`src/rtl/weighted_round_robin.sv`:
```
// Weighted round-robin arbiter.
// A requester that wins a new acquisition keeps the grant for up to its
// weight in consecutive cycles (weight 0 counts as 1), as long as it keeps
// requesting. When its credit runs out, or it drops its request, the grant
// moves to the next requester in circular order after it. The grant is
// combinational, so a request can be granted in the cycle it is raised.
module weighted_round_robin #(
    parameter int REQUEST_WIDTH = 8,
    parameter int WEIGHT_WIDTH  = 4
) (
    input  logic                                       i_clk,
    input  logic                                       i_rst_n,
    input  logic [REQUEST_WIDTH-1:0][WEIGHT_WIDTH-1:0] i_weight,
    input  logic [REQUEST_WIDTH-1:0]                   i_request,
    output logic [REQUEST_WIDTH-1:0]                   o_grant
);

    localparam int PTR_W = $clog2(REQUEST_WIDTH);

    logic [PTR_W-1:0]        owner;
    logic [PTR_W-1:0]        pointer;
    logic                    owner_valid;
    logic [WEIGHT_WIDTH-1:0] credit;

    logic [PTR_W-1:0]        search_idx;
    logic                    search_found;
    logic [PTR_W-1:0]        winner;
    logic [PTR_W-1:0]        next_pointer;
    logic [WEIGHT_WIDTH-1:0] win_weight;
    logic                    continuation;
    logic                    any_req;

    // Circular search for the first active request starting at the pointer.
    always_comb begin
        int idx;
        idx          = 0;
        search_found = 1'b0;
        search_idx   = '0;
        for (int k = 0; k < REQUEST_WIDTH; k++) begin
            idx = int'(pointer) + k;
            if (idx >= REQUEST_WIDTH) begin
                idx = idx - REQUEST_WIDTH;
            end
            if (!search_found && i_request[PTR_W'(idx)]) begin
                search_found = 1'b1;
                search_idx   = PTR_W'(idx);
            end
        end
    end

    // Winner selection: the current owner keeps the grant while it still
    // requests and holds credit; otherwise the circular search decides.
    always_comb begin
        any_req      = |i_request;
        continuation = owner_valid && i_request[owner];
        winner       = continuation ? owner : search_idx;
        win_weight   = i_weight[winner];
        if (winner == PTR_W'(REQUEST_WIDTH - 1)) begin
            next_pointer = '0;
        end else begin
            next_pointer = winner + PTR_W'(1);
        end
    end

    // One-hot grant for the winner, all-zero when nobody requests.
    always_comb begin
        o_grant = '0;
        if (any_req) begin
            o_grant[winner] = 1'b1;
        end
    end

    // Ownership, credit and pointer bookkeeping; weight is sampled only at
    // acquisition, so later weight changes do not stretch a running burst.
    always_ff @(posedge i_clk or negedge i_rst_n) begin
        if (!i_rst_n) begin
            owner       <= '0;
            pointer     <= '0;
            owner_valid <= 1'b0;
            credit      <= '0;
        end else if (!any_req) begin
            owner_valid <= 1'b0;
        end else if (continuation) begin
            credit      <= credit - WEIGHT_WIDTH'(1);
            owner_valid <= (credit > WEIGHT_WIDTH'(1));
        end else begin
            owner   <= search_idx;
            pointer <= next_pointer;
            if (win_weight == '0) begin
                credit      <= '0;
                owner_valid <= 1'b0;
            end else begin
                credit      <= win_weight - WEIGHT_WIDTH'(1);
                owner_valid <= (win_weight > WEIGHT_WIDTH'(1));
            end
        end
    end

endmodule
```
`config.mk`:
```
export PLATFORM = sky130hd
export DESIGN_NAME = weighted_round_robin
export DESIGN_NICKNAME = d
export VERILOG_FILES = /design/src/rtl/weighted_round_robin.sv
export SDC_FILE = /design/constraint.sdc
export NUM_CORES = 1
export LEC_CHECK = 0
export CAP_MARGIN = 40
export CORE_MARGIN = 2
export CORE_UTILIZATION = 51
export CTS_CLUSTER_DIAMETER = 80
export DETAILED_ROUTE_END_ITERATION = 7
export PLACE_DENSITY = 0.81
export SLEW_MARGIN = 0
export SYNTH_ARGS = -nofsm -noshare
export SYNTH_HDL_FRONTEND = slang
export SYNTH_SLANG_ARGS = --single-unit
```
`constraint.sdc`:
```
create_clock -name i_clk -period 5.6 [get_ports i_clk]
set_input_delay 0.56 -clock i_clk [delete_from_list [all_inputs] [get_ports i_clk]]
set_output_delay 0.56 -clock i_clk [all_outputs]
set_load 0.01 [all_outputs]
```
* Word-level counts from Yosys, hierarchy flattened
Index checks and enable logic that the tools add are counted.
** Cells by class
- Multiplexer cells :: 61
- Reductions and logical operators :: 19
- Magnitude comparators :: 21
- Equality and inequality tests :: 1
- Bitwise gates (word level) :: 1
- Add/sub/neg operators :: 18
** Operator list (count)
- $mux W3 :: 18
- $lt A3 B5 Y1 const B :: 8
- $ge A4 B4 Y1 const B :: 7
- $mux W1 :: 28
- $bmux W1 S3 :: 9
- $sub A3 B1 Y3 const B :: 8
- $add A3 B3 Y4 const B :: 4
- $bmux W4 S3 :: 1
- $mux W4 :: 3
- $logic_and A1 B1 Y1 :: 9
- $add A3 B2 Y4 const B :: 2
- $gt A4 B1 Y1 const B :: 2
- $lt A3 B4 Y1 const B :: 2
- $mux W8 :: 1
- $reduce_or A8 Y1 :: 1
- $sub A4 B1 Y4 const B :: 2
- $logic_not A1 Y1 :: 7
- $add A3 B1 Y4 const B :: 1
- $ge A3 B4 Y1 const B :: 1
- $logic_not A4 Y1 :: 1
- $add A3 B1 Y3 const B :: 1
- $demux W1 S3 :: 1
- $eq A3 B3 Y1 const B :: 1
- $ge A3 B1 Y1 const B :: 1
- other kinds (2) :: 2
** Word-level totals
- Word-level logic and storage cells :: 125
- Flip-flop bits (word level) :: 11
- Input bits :: 42
- Output and inout port bits :: 8

* Depth between registers and ports, before layout
- Depth in word-level cells :: 34
- Depth in mapped cells :: 16
- Gate-level depth less buffers :: 12

* Least setup slack after synthesis
No wires, ideal clock.
- Kind :: register to output
- Start point :: reg pointer[1]
- End point :: out o_grant[4]
- Buffers on the path :: 3
- Stages on the path, launching flop included :: 13
- Arrival :: 3437 ps
- Slack :: 1603 ps
- Required time :: 5040 ps
- Cells stage by stage :: dfrtp_1 -> buf_2 -> inv_1 -> ha_1 -> mux4_1 -> mux2_4 -> nor4_4 -> o211ai_2 -> a31oi_4 -> buf_6 -> buf_2 -> inv_2 -> nor3_1
** Between the ends
- Word-level cells in the longest chain between the ends :: 33
- Elaborated cells between the ends (all ways) :: 91
- Classes of those cells :: add/sub (15); order compare (10); mux (51); reduce/logical (15)
** Ends and longest elaborated chain
- from (decl) :: line 21 : logic [PTR_W-1:0] pointer;
- from (signal assigned) :: line 88 : pointer <= next_pointer;
- parallel branches: the longest is 26 deep, another holds $add A3 B1 Y4
- $mux W3 (*) :: line 44 : if (!search_found && i_request[PTR_W'(idx)]) begin
- $mux W3 (*)
- net winner[2] :: line 27 : logic [PTR_W-1:0] winner;
- $lt A3 B4 Y1 (not written as such) or $ge A3 B1 Y1 (tied branches) :: line 69 : o_grant[winner] = 1'b1;
- $logic_and A1 B1 Y1 (not written as such) :: line 69
- $mux W1 (not written as such) :: line 69
- $demux W1 S3 (*) :: line 69
- $mux W8 (*) :: line 68 : if (any_req) begin
- to (decl) :: line 15 : output logic [REQUEST_WIDTH-1:0] o_grant
Mark *: on every way through the listed nets, which the timed path passes. The select of a mux whose other input is x is not followed.

* Worst setup path after layout
- Start point :: reg pointer[1]
- End point :: out o_grant[7]
The elaborated chain is that of the path after synthesis.

==> results.md <==
- The async set or reset register ratio after synthesis is 100%.
- The average size of a mapped cell is 9.46 sq um.
- Counting the buffers created by CTS gives 3.
- The share of cells above drive strength 1 is 15.1%.
- Together, buffers and inverters on the worst path number 3.
- The top-level port count is 50.
- The flow ran to the end, and the final reports show no timing, DRC or antenna violations.
- The number of filler cells placed in the layout is 350.
- The max-slew violation count is 0.
- For this run, design rule violations remaining after detail routing come to 0.
- The cell family contributing the most delay on the critical path is compound AO/OA/AOI/OAI gates.
- The critical path arrival is 4700 ps.
- In this run the core area contains 23 standard-cell rows.
- The latest clock arrival within the worst-skew pair is 240 ps.
- Data on the critical path is required at its endpoint by 5040 ps.
- The wire length of the first global-routing pass is 9210 um.
- The congestion estimate from routability-driven global placement came to 0.990.
- The number of nets in the synthesized netlist is 275.
- The overall overflow remaining after global route is 0.
- In the layout the commonest cells are clkdlybuf4s50_1, mux2i_1, nand2_1, nor2_1, dfrtp_1.
- OpenSTA, run right after detailed placement, puts the worst setup slack at 660 ps.
- The core region is 0.00403 sq mm.
- The most common library cell in the layout ignoring fill and taps is clkdlybuf4s50_1.
- The finished layout holds 321 standard cells, fillers aside.
- Headroom to the max-slew limit came out at 48.8%.
- The die span in y is 68.9 um.
- The via count of the first global-routing pass is 1926.
- Synthesis instantiated 62 different standard cells from the library.
- For the pin with the worst max-slew slack, the measured transition is 764 ps.
- Counting every instance in the synthesized netlist gives 227.
- Derived from the worst setup path, the maximum achievable clock frequency is 190 MHz.
- The class of the most critical hold timing path is reg2reg.
- The final hold violation count is 0.
- Using the TritonRoute via totals, the vias-per-cell ratio works out to 6.53.
- Setup repair after global routing left no endpoint under its margin.
- The number of antenna violations at the first check in global routing came to 0.
- The post-route clock skew is about 1.6 ps.
- The overall fraction of global-route tracks in use is 25.7%.
- The class of the most critical setup path is reg2out.
- The clock root buffer master is clkbuf_8.
- Including well taps, the total number of placed cells is 317.
- CTS saw 11 sinks.
- The number of I/O port buffers is 49.
- The post-synthesis instance area is roughly 0.0021 sq mm.
- TritonCTS built the clock tree.
- The number of buffers inserted by post-CTS setup repair is 0.
- Counting I/O delays and the setup requirement, the final critical path takes 5260 ps.
- The number of warning messages in the yosys log is 0.
- The post-CTS clock slew at the launch and capture registers of the worst setup and hold paths is 50 ps.
- The initial utilization of the core area, before any placement, comes to 53.3%.
- Along the worst path, the maximum fanout reaches 13.
- The most instantiated flip-flop cell in the synthesis netlist is dfrtp_1.
- The post-synthesis sequential element count is 11.
- The level count of the clock H-tree is 1.
- Once the clock tree was built, the resizer swapped 0 gates to a different size.
- The synthesized design contains 0 enable-type register cells.
- The total iterations of the first detailed-routing run is 4.
- Compared with the post-synthesis result, the final layout area differs by 23.4%.
- Measured on the finished design, the core utilization comes to about two thirds.
- The critical path goes through inv_1, ha_1, mux4_1, mux2_1, o21a_2, a221o_1, a22o_1, o2bb2ai_2, inv_1, nand2_1, nor2_1, clkdlybuf4s50_1.
- The max-capacitance violation count is 0.
- The net total in the final layout is 320.
- Wires add up to 5860 um.
- The deepest clock path buffer count is 2.
- The worst setup path is launched from a flip-flop.
- The final setup violation count is 0.
- In the finished design, the share of the clock period the worst path needs comes to 94.0%.
- The total via count after detailed routing is 2096.
- Entering global routing, the biggest net connects 18 pins.
- Setup slack closes at 339 ps.
- The starting DRC count in detailed routing is 254.
- STA classifies the critical path endpoint as an output pin.
- The setup TNS is 0 ps.
- The final routed wire length divided by cell count is 18.3 um.
- For this run, the register share of the synthesized area comes to around 13%.
- The overall die area is 0.00475 sq mm.
- In this run the remaining antenna-violating nets after routing total 0.
- The maximum single-stage delay on the critical path is 680 ps.
- The slowest cell on the critical path is mux4_1.
- The number of diodes added for antenna fixing is 0.
- The horizontal extent of the die is 68.9 um.
- The post-DP HPWL is ~4600 um.
- The number of hold buffers added after CTS was 0.
- The critical path's most frequent cell is inv_1.
-- cell families after synthesis --
logic type      count (synthesis)  share of synthesized area [%]
xor+xnor                        4                           1.63
buf+inv                        21                           7.11
mux                            56                           35.9
simple gates                   67                           16.5
flops                          11                           12.8
fa+ha+maj                       6                           3.49
compound gates                 62                           22.5
-- synth_stat cells (6+ instances only) --
cell | instances | area (sq um)
nor2_1 | 17 | 63.8
and3_1 | 6 | 37.5
nand2_1 | 19 | 71.3
mux2i_1 | 30 | 300
a31oi_1 | 6 | 37.5
mux2_2 | 7 | 78.8
ha_1 | 6 | 75.1
a21oi_1 | 7 | 35.0
mux4_2 | 8 | 180
o21ai_0 | 10 | 50.1
dfrtp_1 | 11 | 275
inv_1 | 7 | 26.3
-- metrics by stage --
stage / hold WS, ps / cell area, sq um
2_1_floorplan: 264 / 2150
3_3_place_gp: 573 / 2610
3_5_place_dp: 575 / 2610
4_1_cts: 584 / 2650
5_1_grt: 633 / 2650
6_report: 593 / 2650
-- cell type report --
| class | count | area, sq um | area share (%) |
|---|---|---|---|
| well taps | 50 | 62.6 | 2.36 |
| multi-input cells | 195 | 1720 | 64.9 |
| clock buffers | 4 | 45.0 | 1.70 |
| repair buffers | 52 | 513 | 19.4 |
| inverters | 9 | 33.8 | 1.27 |
| flip-flops and latches | 11 | 275 | 10.4 |
-- registers in the layout (all words and copies together) (netlist names) --
register,flops
owner,3
owner_valid,1
credit,4
pointer,3
-- worst register-to-register path: stages (launching register included) --
cell and delay [ps]:
dfrtp_1 590, inv_1 170, ha_1 600, mux4_1 680, mux2_4 350, nor4_4 270, o211ai_2 160, a31oi_4 510
buf_4 310, mux2i_1 250, mux2i_1 100, mux2i_1 370, a31o_1 240, a31oi_1 100
-- layer usage --
metal  track usage, %  vias up  routed length [um]
li1                 -      994                   -
met1             36.6     1014                2560
met2             40.4       79                2850
met3             3.73        9                 348
met4             7.60        0                  94
met5                0        -                   0
-- path summary, 6_finish.rpt --
path / slack [ps] / start / cells past startpoint / endpoint
setup / recovery: 340 / pointer[1]$_DFFE_PN0P_ / 12 / o_grant[7]
hold / removal: 590 / owner[1]$_DFFE_PN0P_ / 1 / owner[1]$_DFFE_PN0P_
setup reg to reg: 760 / pointer[1]$_DFFE_PN0P_ / 13 / credit[3]$_DFFE_PN0P_
hold reg to reg: 590 / owner[1]$_DFFE_PN0P_ / 1 / owner[1]$_DFFE_PN0P_
max in group asynchronous: 4620 / i_rst_n / 1 / pointer[1]$_DFFE_PN0P_
min in group asynchronous: 650 / i_rst_n / 1 / credit[1]$_DFFE_PN0P_
Power is not shown: default switching activity piles up to over one toggle a cycle in this logic, so the estimate is an artifact.
